===== src/rtl/hazard_pkg.sv =====
// Shared definitions for the hazard scoreboard. The bench and RTL both import it
// so they agree on default latencies and the result-class encoding.
package hazard_pkg;

    localparam int NREG_DEF     = 16;
    localparam int LOAD_LAT_DEF = 1;
    localparam int MUL_LAT_DEF  = 3;
    localparam int WB_DIST_DEF  = 2;

    // Result class of the decode-stage instruction. The reserved code behaves like ALU.
    typedef enum logic [1:0] {
        KIND_ALU  = 2'b00,
        KIND_LOAD = 2'b01,
        KIND_MUL  = 2'b10,
        KIND_RSVD = 2'b11
    } kind_e;

    // Cycles from issue until a result of this class can be bypassed.
    function automatic int resultLat(input logic [1:0] kind, input int loadLat, input int mulLat);
        case (kind)
            KIND_LOAD: return loadLat;
            KIND_MUL:  return mulLat;
            default:   return 0;
        endcase
    endfunction

endpackage


===== src/rtl/hazard_sb_entry.sv =====
// One scoreboard slot: tracks whether a register has an in-flight writer, how long
// until that value is bypassable, and how long until it lands in the register file.
module hazard_sb_entry #(
    parameter int CW = 3
) (
    input  logic          clk,
    input  logic          reset,
    input  logic          load_i,
    input  logic          cancel_i,
    input  logic [CW-1:0] rdyLoad_i,
    input  logic [CW-1:0] wbLoad_i,
    output logic          busy_o,
    output logic [CW-1:0] rdyCnt_o
);

    logic          busy_q, busy_d;
    logic [CW-1:0] rdy_q, rdy_d;
    logic [CW-1:0] wb_q, wb_d;

    // A new writer always wins over a retirement or cancel in the same cycle;
    // otherwise a busy slot counts down and frees itself when writeback completes.
    always_comb begin
        busy_d = busy_q;
        rdy_d  = rdy_q;
        wb_d   = wb_q;
        if (load_i) begin
            busy_d = 1'b1;
            rdy_d  = rdyLoad_i;
            wb_d   = wbLoad_i;
        end else if (cancel_i) begin
            busy_d = 1'b0;
            rdy_d  = '0;
            wb_d   = '0;
        end else if (busy_q) begin
            rdy_d = (rdy_q != '0) ? rdy_q - CW'(1) : '0;
            wb_d  = (wb_q != '0) ? wb_q - CW'(1) : '0;
            if (wb_q <= CW'(1)) begin
                busy_d = 1'b0;
                rdy_d  = '0;
            end
        end
    end

    // Slot state registers.
    always_ff @(posedge clk or posedge reset) begin
        if (reset) begin
            busy_q <= 1'b0;
            rdy_q  <= '0;
            wb_q   <= '0;
        end else begin
            busy_q <= busy_d;
            rdy_q  <= rdy_d;
            wb_q   <= wb_d;
        end
    end

    assign busy_o   = busy_q;
    assign rdyCnt_o = rdy_q;

endmodule


===== src/rtl/hazard_sb.sv =====
// Decode-stage hazard scoreboard: RAW/WAW/multiplier stalls, bypass selects and
// pipeline flush/stall control. Defining HAZARD_PERF_EN adds a StallCycles counter.
module hazard_sb import hazard_pkg::*; #(
    parameter int NREG     = NREG_DEF,
    parameter int LOAD_LAT = LOAD_LAT_DEF,
    parameter int MUL_LAT  = MUL_LAT_DEF,
    parameter int WB_DIST  = WB_DIST_DEF
) (
    input  logic                    clk,
    input  logic                    reset,
    input  logic                    IssueValidD,
    input  logic [$clog2(NREG)-1:0] RA1D,
    input  logic [$clog2(NREG)-1:0] RA2D,
    input  logic                    UseAD,
    input  logic                    UseBD,
    input  logic [$clog2(NREG)-1:0] WA3D,
    input  logic                    RegWriteD,
    input  logic [1:0]              KindD,
    input  logic                    CondExE,
    input  logic                    BranchMispredE,
    output logic                    StallF,
    output logic                    StallD,
    output logic                    FlushD,
    output logic                    FlushE,
    output logic                    ForwardAD,
`ifdef HAZARD_PERF_EN
    output logic [31:0]             StallCycles,
`endif
    output logic                    ForwardBD
);

    localparam int AW = $clog2(NREG);
    localparam int CW = $clog2(MUL_LAT + WB_DIST + 1);

    logic            issue;
    logic            rawA, rawB, waw, structural, stallD;
    logic [NREG-1:0] busyVec, loadVec, cancelVec;
    logic [CW-1:0]   rdyCnt [NREG];
    logic [CW-1:0]   issueRdy, issueWb;
    logic [CW-1:0]   mulCnt_q, mulCnt_d;
    logic [AW-1:0]   WA3E_q;
    logic            RegWriteE_q;

    // Hazard detection and pipeline control, purely from current state and decode inputs.
    always_comb begin
        rawA       = UseAD & busyVec[RA1D] & (rdyCnt[RA1D] != '0);
        rawB       = UseBD & busyVec[RA2D] & (rdyCnt[RA2D] != '0);
        waw        = RegWriteD & busyVec[WA3D];
        structural = (KindD == KIND_MUL) & (mulCnt_q != '0);
        stallD     = IssueValidD & (rawA | rawB | waw | structural);
        StallD     = stallD;
        FlushD     = BranchMispredE;
        FlushE     = stallD | BranchMispredE;
        StallF     = stallD & ~BranchMispredE;
        ForwardAD  = UseAD & busyVec[RA1D] & (rdyCnt[RA1D] == '0);
        ForwardBD  = UseBD & busyVec[RA2D] & (rdyCnt[RA2D] == '0);
        issue      = IssueValidD & ~stallD & ~BranchMispredE;
        issueRdy   = CW'(resultLat(KindD, LOAD_LAT, MUL_LAT));
        issueWb    = CW'(resultLat(KindD, LOAD_LAT, MUL_LAT) + WB_DIST);
    end

    // The multiplier is not pipelined: it stays occupied for MUL_LAT cycles after a mul issues.
    always_comb begin
        mulCnt_d = mulCnt_q;
        if (issue && (KindD == KIND_MUL)) begin
            mulCnt_d = CW'(MUL_LAT);
        end else if (mulCnt_q != '0) begin
            mulCnt_d = mulCnt_q - CW'(1);
        end
    end

    // Multiplier occupancy plus the destination of the instruction now in execute,
    // so a condition failure there can release its scoreboard slot.
    always_ff @(posedge clk or posedge reset) begin
        if (reset) begin
            mulCnt_q    <= '0;
            WA3E_q      <= '0;
            RegWriteE_q <= 1'b0;
        end else begin
            mulCnt_q    <= mulCnt_d;
            RegWriteE_q <= issue & RegWriteD;
            if (issue) begin
                WA3E_q <= WA3D;
            end
        end
    end

    for (genvar g = 0; g < NREG; g++) begin : gEntry
        assign loadVec[g]   = issue & RegWriteD & (WA3D == AW'(g));
        assign cancelVec[g] = RegWriteE_q & ~CondExE & (WA3E_q == AW'(g));

        hazard_sb_entry #(.CW(CW)) uEntry (
            .clk       (clk),
            .reset     (reset),
            .load_i    (loadVec[g]),
            .cancel_i  (cancelVec[g]),
            .rdyLoad_i (issueRdy),
            .wbLoad_i  (issueWb),
            .busy_o    (busyVec[g]),
            .rdyCnt_o  (rdyCnt[g])
        );
    end

`ifdef HAZARD_PERF_EN
    logic [31:0] stallCycles_q;

    // Free-running count of decode stall cycles; wraps naturally at 2^32.
    always_ff @(posedge clk or posedge reset) begin
        if (reset) begin
            stallCycles_q <= '0;
        end else if (stallD) begin
            stallCycles_q <= stallCycles_q + 32'd1;
        end
    end

    assign StallCycles = stallCycles_q;
`endif

endmodule


===== config.mk =====
export PLATFORM = sky130hd
export DESIGN_NAME = hazard_sb
export DESIGN_NICKNAME = d
export VERILOG_FILES = /design/src/rtl/hazard_pkg.sv /design/src/rtl/hazard_sb_entry.sv /design/src/rtl/hazard_sb.sv
export SDC_FILE = /design/constraint.sdc
export NUM_CORES = 1
export LEC_CHECK = 0
export BUFFER_PORTS_ARGS = -buffer_cell sky130_fd_sc_hd__buf_2
export CORE_UTILIZATION = 58
export CTS_CLUSTER_DIAMETER = 50
export CTS_CLUSTER_SIZE = 20
export DETAILED_ROUTE_END_ITERATION = 10
export HOLD_SLACK_MARGIN = 0.06
export PLACE_DENSITY = 0.81
export SETUP_SLACK_MARGIN = 0.4
export SLEW_MARGIN = 20
export SYNTH_ARGS = -nofsm -noshare
export SYNTH_HDL_FRONTEND = slang
export SYNTH_SLANG_ARGS = --single-unit

===== constraint.sdc =====
create_clock -name clk -period 4.7 [get_ports clk]
set_input_delay 0.47 -clock clk [delete_from_list [all_inputs] [get_ports clk]]
set_output_delay 0.47 -clock clk [all_outputs]
set_load 0.02 [all_outputs]

==> impl_metrics.json <==
{
  "cts_buffer_depth": 2,
  "place_ws_ns": 0.8085,
  "grt_max_degree": 45,
  "die_x_um": 121.5,
  "power_leakage_nw": 4.469,
  "vias": 7269,
  "synth_nets": 1002,
  "cts_buffers": 17,
  "gp_congestion": 0.9566,
  "final_common_cell": "dfrtp_1",
  "cp_max_fo": 30,
  "syn-cell-area_um2": 8287,
  "yosys.area.top_type": "dfrtp_1",
  "synth_compound_area_share_pct": 21.14,
  "slew_viol_final": 0,
  "ys_top_cells_by_area": "dfrtp_1 (36%), ha_1 (9.8%), nor3_1 (4.3%)",
  "netlist-cell-type-count": 72,
  "fin_ws_ns": 0.7351,
  "grt_pass1_vias": 6976,
  "fmax_ghz": 0.2522,
  "dieArea_um2": 14770,
  "antenna_found_initial": 0,
  "clock_skew_ns": 0.01645,
  "placementRows": 43,
  "die_height_um": 121.5,
  "cts-hold-fix-buffers": 0,
  "power_density_nw_per_um2": 378.9,
  "final_cell_mix": "dfrtp_1 (120), inv_1 (84), nor3_1 (70)",
  "relSlewSlack_pct": 39.14,
  "clkLatencyLatePin_ns": 0.44,
  "clkSlewWorstSetupHoldPaths_ns": 0.06,
  "drc": 0,
  "grt-busiest-layer": "met2",
  "status": "complete, no violations",
  "diodes": 0,
  "gr-usage-all-layers_pct": 31.32,
  "synthArstFlopShare_pct": 100.0,
  "fin_crit_ns": 3.965,
  "grt_use_met1_pct": 40.53,
  "ys_ff_latch": 120,
  "min-delay-path-class": "in2async",
  "r2r_cells": 9,
  "drt_wl_total_um": 21680,
  "synth-simple-area-share_pct": 21.14,
  "finalHoldViolCount": 0,
  "fin_util_pct": 65.83,
  "h-tree-depth": 4,
  "nFillCells": 1101,
  "drive_above_1_share_pct": 12.67,
  "area_growth_pct": 10.69,
  "synth_warnings": 0,
  "ant_nets": 0,
  "post_drt_wl_per_cell_um": 19.23,
  "synth_xor_area_share_pct": 0.1057,
  "initial_core_util_pct": 59.47,
  "synth_top_area_share_pct": 36.24,
  "synth_top_family_by_area": "simple AND/OR/NAND/NOR gates",
  "finalSetupViolCount": 0,
  "grt_pass1_wl_um": 35130,
  "ios": 28,
  "dpl.hpwl_um": 15080,
  "vias_per_cell": 6.450,
  "cts_sinks": 120,
  "period_share_pct": 84.36,
  "rsz0062_at_grt": "false",
  "worstPathRequired_ns": 4.23,
  "first_pass_iters": 6,
  "r2r-end": "gEntry[8].uEntry.rdyCnt_o[0]$_DFFE_PP0P_",
  "worst_setup_path_start_kind": "register",
  "drt_iter0_drc": 615,
  "peakVddDrop_uv": 265.1,
  "syn_inst": 915,
  "synth_ff_type": "dfrtp_1",
  "io_buffers": 27,
  "synthAdderAreaFrac_pct": 9.814,
  "ys_seq_area_share_pct": 36.24,
  "grt_overflow": 0,
  "crit_arrival_ns": 3.49,
  "use_met2_pct": 47.55,
  "synthMuxAreaShare_pct": 5.451,
  "tritoncts": "done",
  "drv_cap": 0,
  "avgSynthCellArea_um2": 9.057,
  "finalSetupTns_ns": 0,
  "finish.net_count": 1022,
  "use_met3_pct": 9.270,
  "root_buffer": "clkbuf_16",
  "r2r_start": "gEntry[5].uEntry.rdyCnt_o[2]$_DFFE_PP0P_",
  "worst_pin_slew_ns": 0.9111,
  "r2r_slack_ns": 1.24,
  "worstSetupPathType": "reg2out",
  "end_kind": "output port",
  "placeableCoreArea_um2": 13930,
  "synth_edf_count": 0
}
-- area by class of cell --
| class | count | area, um2 | share of cell area [%] |
|---|---|---|---|
| Sequential cell | 120 | 3003 | 32.74 |
| Multi-Input combinational cell | 671 | 4782 | 52.13 |
| Clock inverter | 9 | 147.6 | 1.610 |
| Clock buffer | 22 | 464.2 | 5.061 |
| Timing Repair Buffer | 39 | 225.2 | 2.455 |
| Tap cell | 180 | 225.2 | 2.455 |
| Inverter | 86 | 325.3 | 3.547 |
-- where the power goes --
group,internal [W],total [W],switching (W)
Sequential,0.00118,0.00132,0.000149
Clock,0.000907,0.00139,0.000482
Combinational,0.000306,0.000762,0.000456
-- kinds of logic (layout without fill, tap and decap cells) --
group	Yosys count	after routing
flip-flops	120	120
AO/OA/AOI/OAI	236	236
buffers and inverters	124	156
multiplexers	28	28
adder cells (fa/ha/maj)	65	65
XOR/XNOR	1	1
AND/OR/NAND/NOR	341	341
-- routing by layer --
metal / wire (um) / part of all wire, %
met1: 9066 / 42
met3: 1832 / 8.5
met2: 9959 / 46
met5: 0 / 0
met4: 818 / 3.8
-- Yosys cell counts (5+ instances only) --
library cell / number
buf_2: 11
dfrtp_1: 120
o211ai_1: 22
or2_2: 21
mux4_2: 13
a221o_1: 16
o21ai_0: 36
nand3b_1: 6
nor3_1: 71
a211o_1: 33
mux2i_1: 8
clkbuf_1: 18
a22o_1: 14
nor2_1: 56
and2_1: 10
nand3_1: 38
nand2_1: 68
a22oi_1: 6
ha_1: 65
a21o_1: 6
mux2_2: 7
or4_1: 5
o21a_1: 11
and3_1: 14
nor2b_1: 15
a31oi_1: 10
nand2b_1: 13
inv_1: 85
a21oi_1: 37
-- registers in the layout, summed over array words and instances, names as in the netlist --
signal,cells
RegWriteE_q,1
WA3E_q,4
gEntry.uEntry.busy_o,16
mulCnt_q,3
gEntry.uEntry.wb_q,48
gEntry.uEntry.rdyCnt_o,48
-- timing repair --
action	CTS	global route
buffers inserted	0	4
endpoints found under the setup margin	0	1
resized for setup	0	1
-- stage by stage --
stage | hold slack, ns | area [um2] | std cells | power [W]
after CTS | 0.1034 | 9138 | 1123 | 0.003468
final | 0.08575 | 9173 | 1127 | 0.003475
after global routing | 0.1318 | 9173 | 1127 | 0.003645
after global placement | 0.4938 | 8526 | 1092 | 0.002045
after detailed placement | 0.5025 | 8526 | 1092 | 0.002078
after floorplan | 0.4807 | 8287 | 915 | 0.001880
-- worst max-delay path by stage --
stage | start | to | cells past startpoint
3_3_place_gp | RA2D[0] | FlushE | 9
2_1_floorplan | reset | RegWriteE_q$_DFF_PP0_ | 1
3_5_place_dp | RA2D[0] | FlushE | 9
6_report | gEntry[5].uEntry.rdyCnt_o[2]$_DFFE_PP0P_ | FlushE | 9
5_1_grt | gEntry[7].uEntry.rdyCnt_o[2]$_DFFE_PP0P_ | FlushE | 9
4_1_cts | gEntry[7].uEntry.rdyCnt_o[2]$_DFFE_PP0P_ | FlushE | 8
-- critical path, cell delays in order (launching register included) --
cell	delay, ns
dfrtp_1	0.42
nor3_1	0.52
mux4_2	0.38
a2111oi_2	0.10
o31ai_4	0.24
buf_4	0.19
nand4_4	0.41
and2_1	0.35
or2_2	0.28
buf_2	0.16
Note: power is estimated with default switching activity, not from simulation.
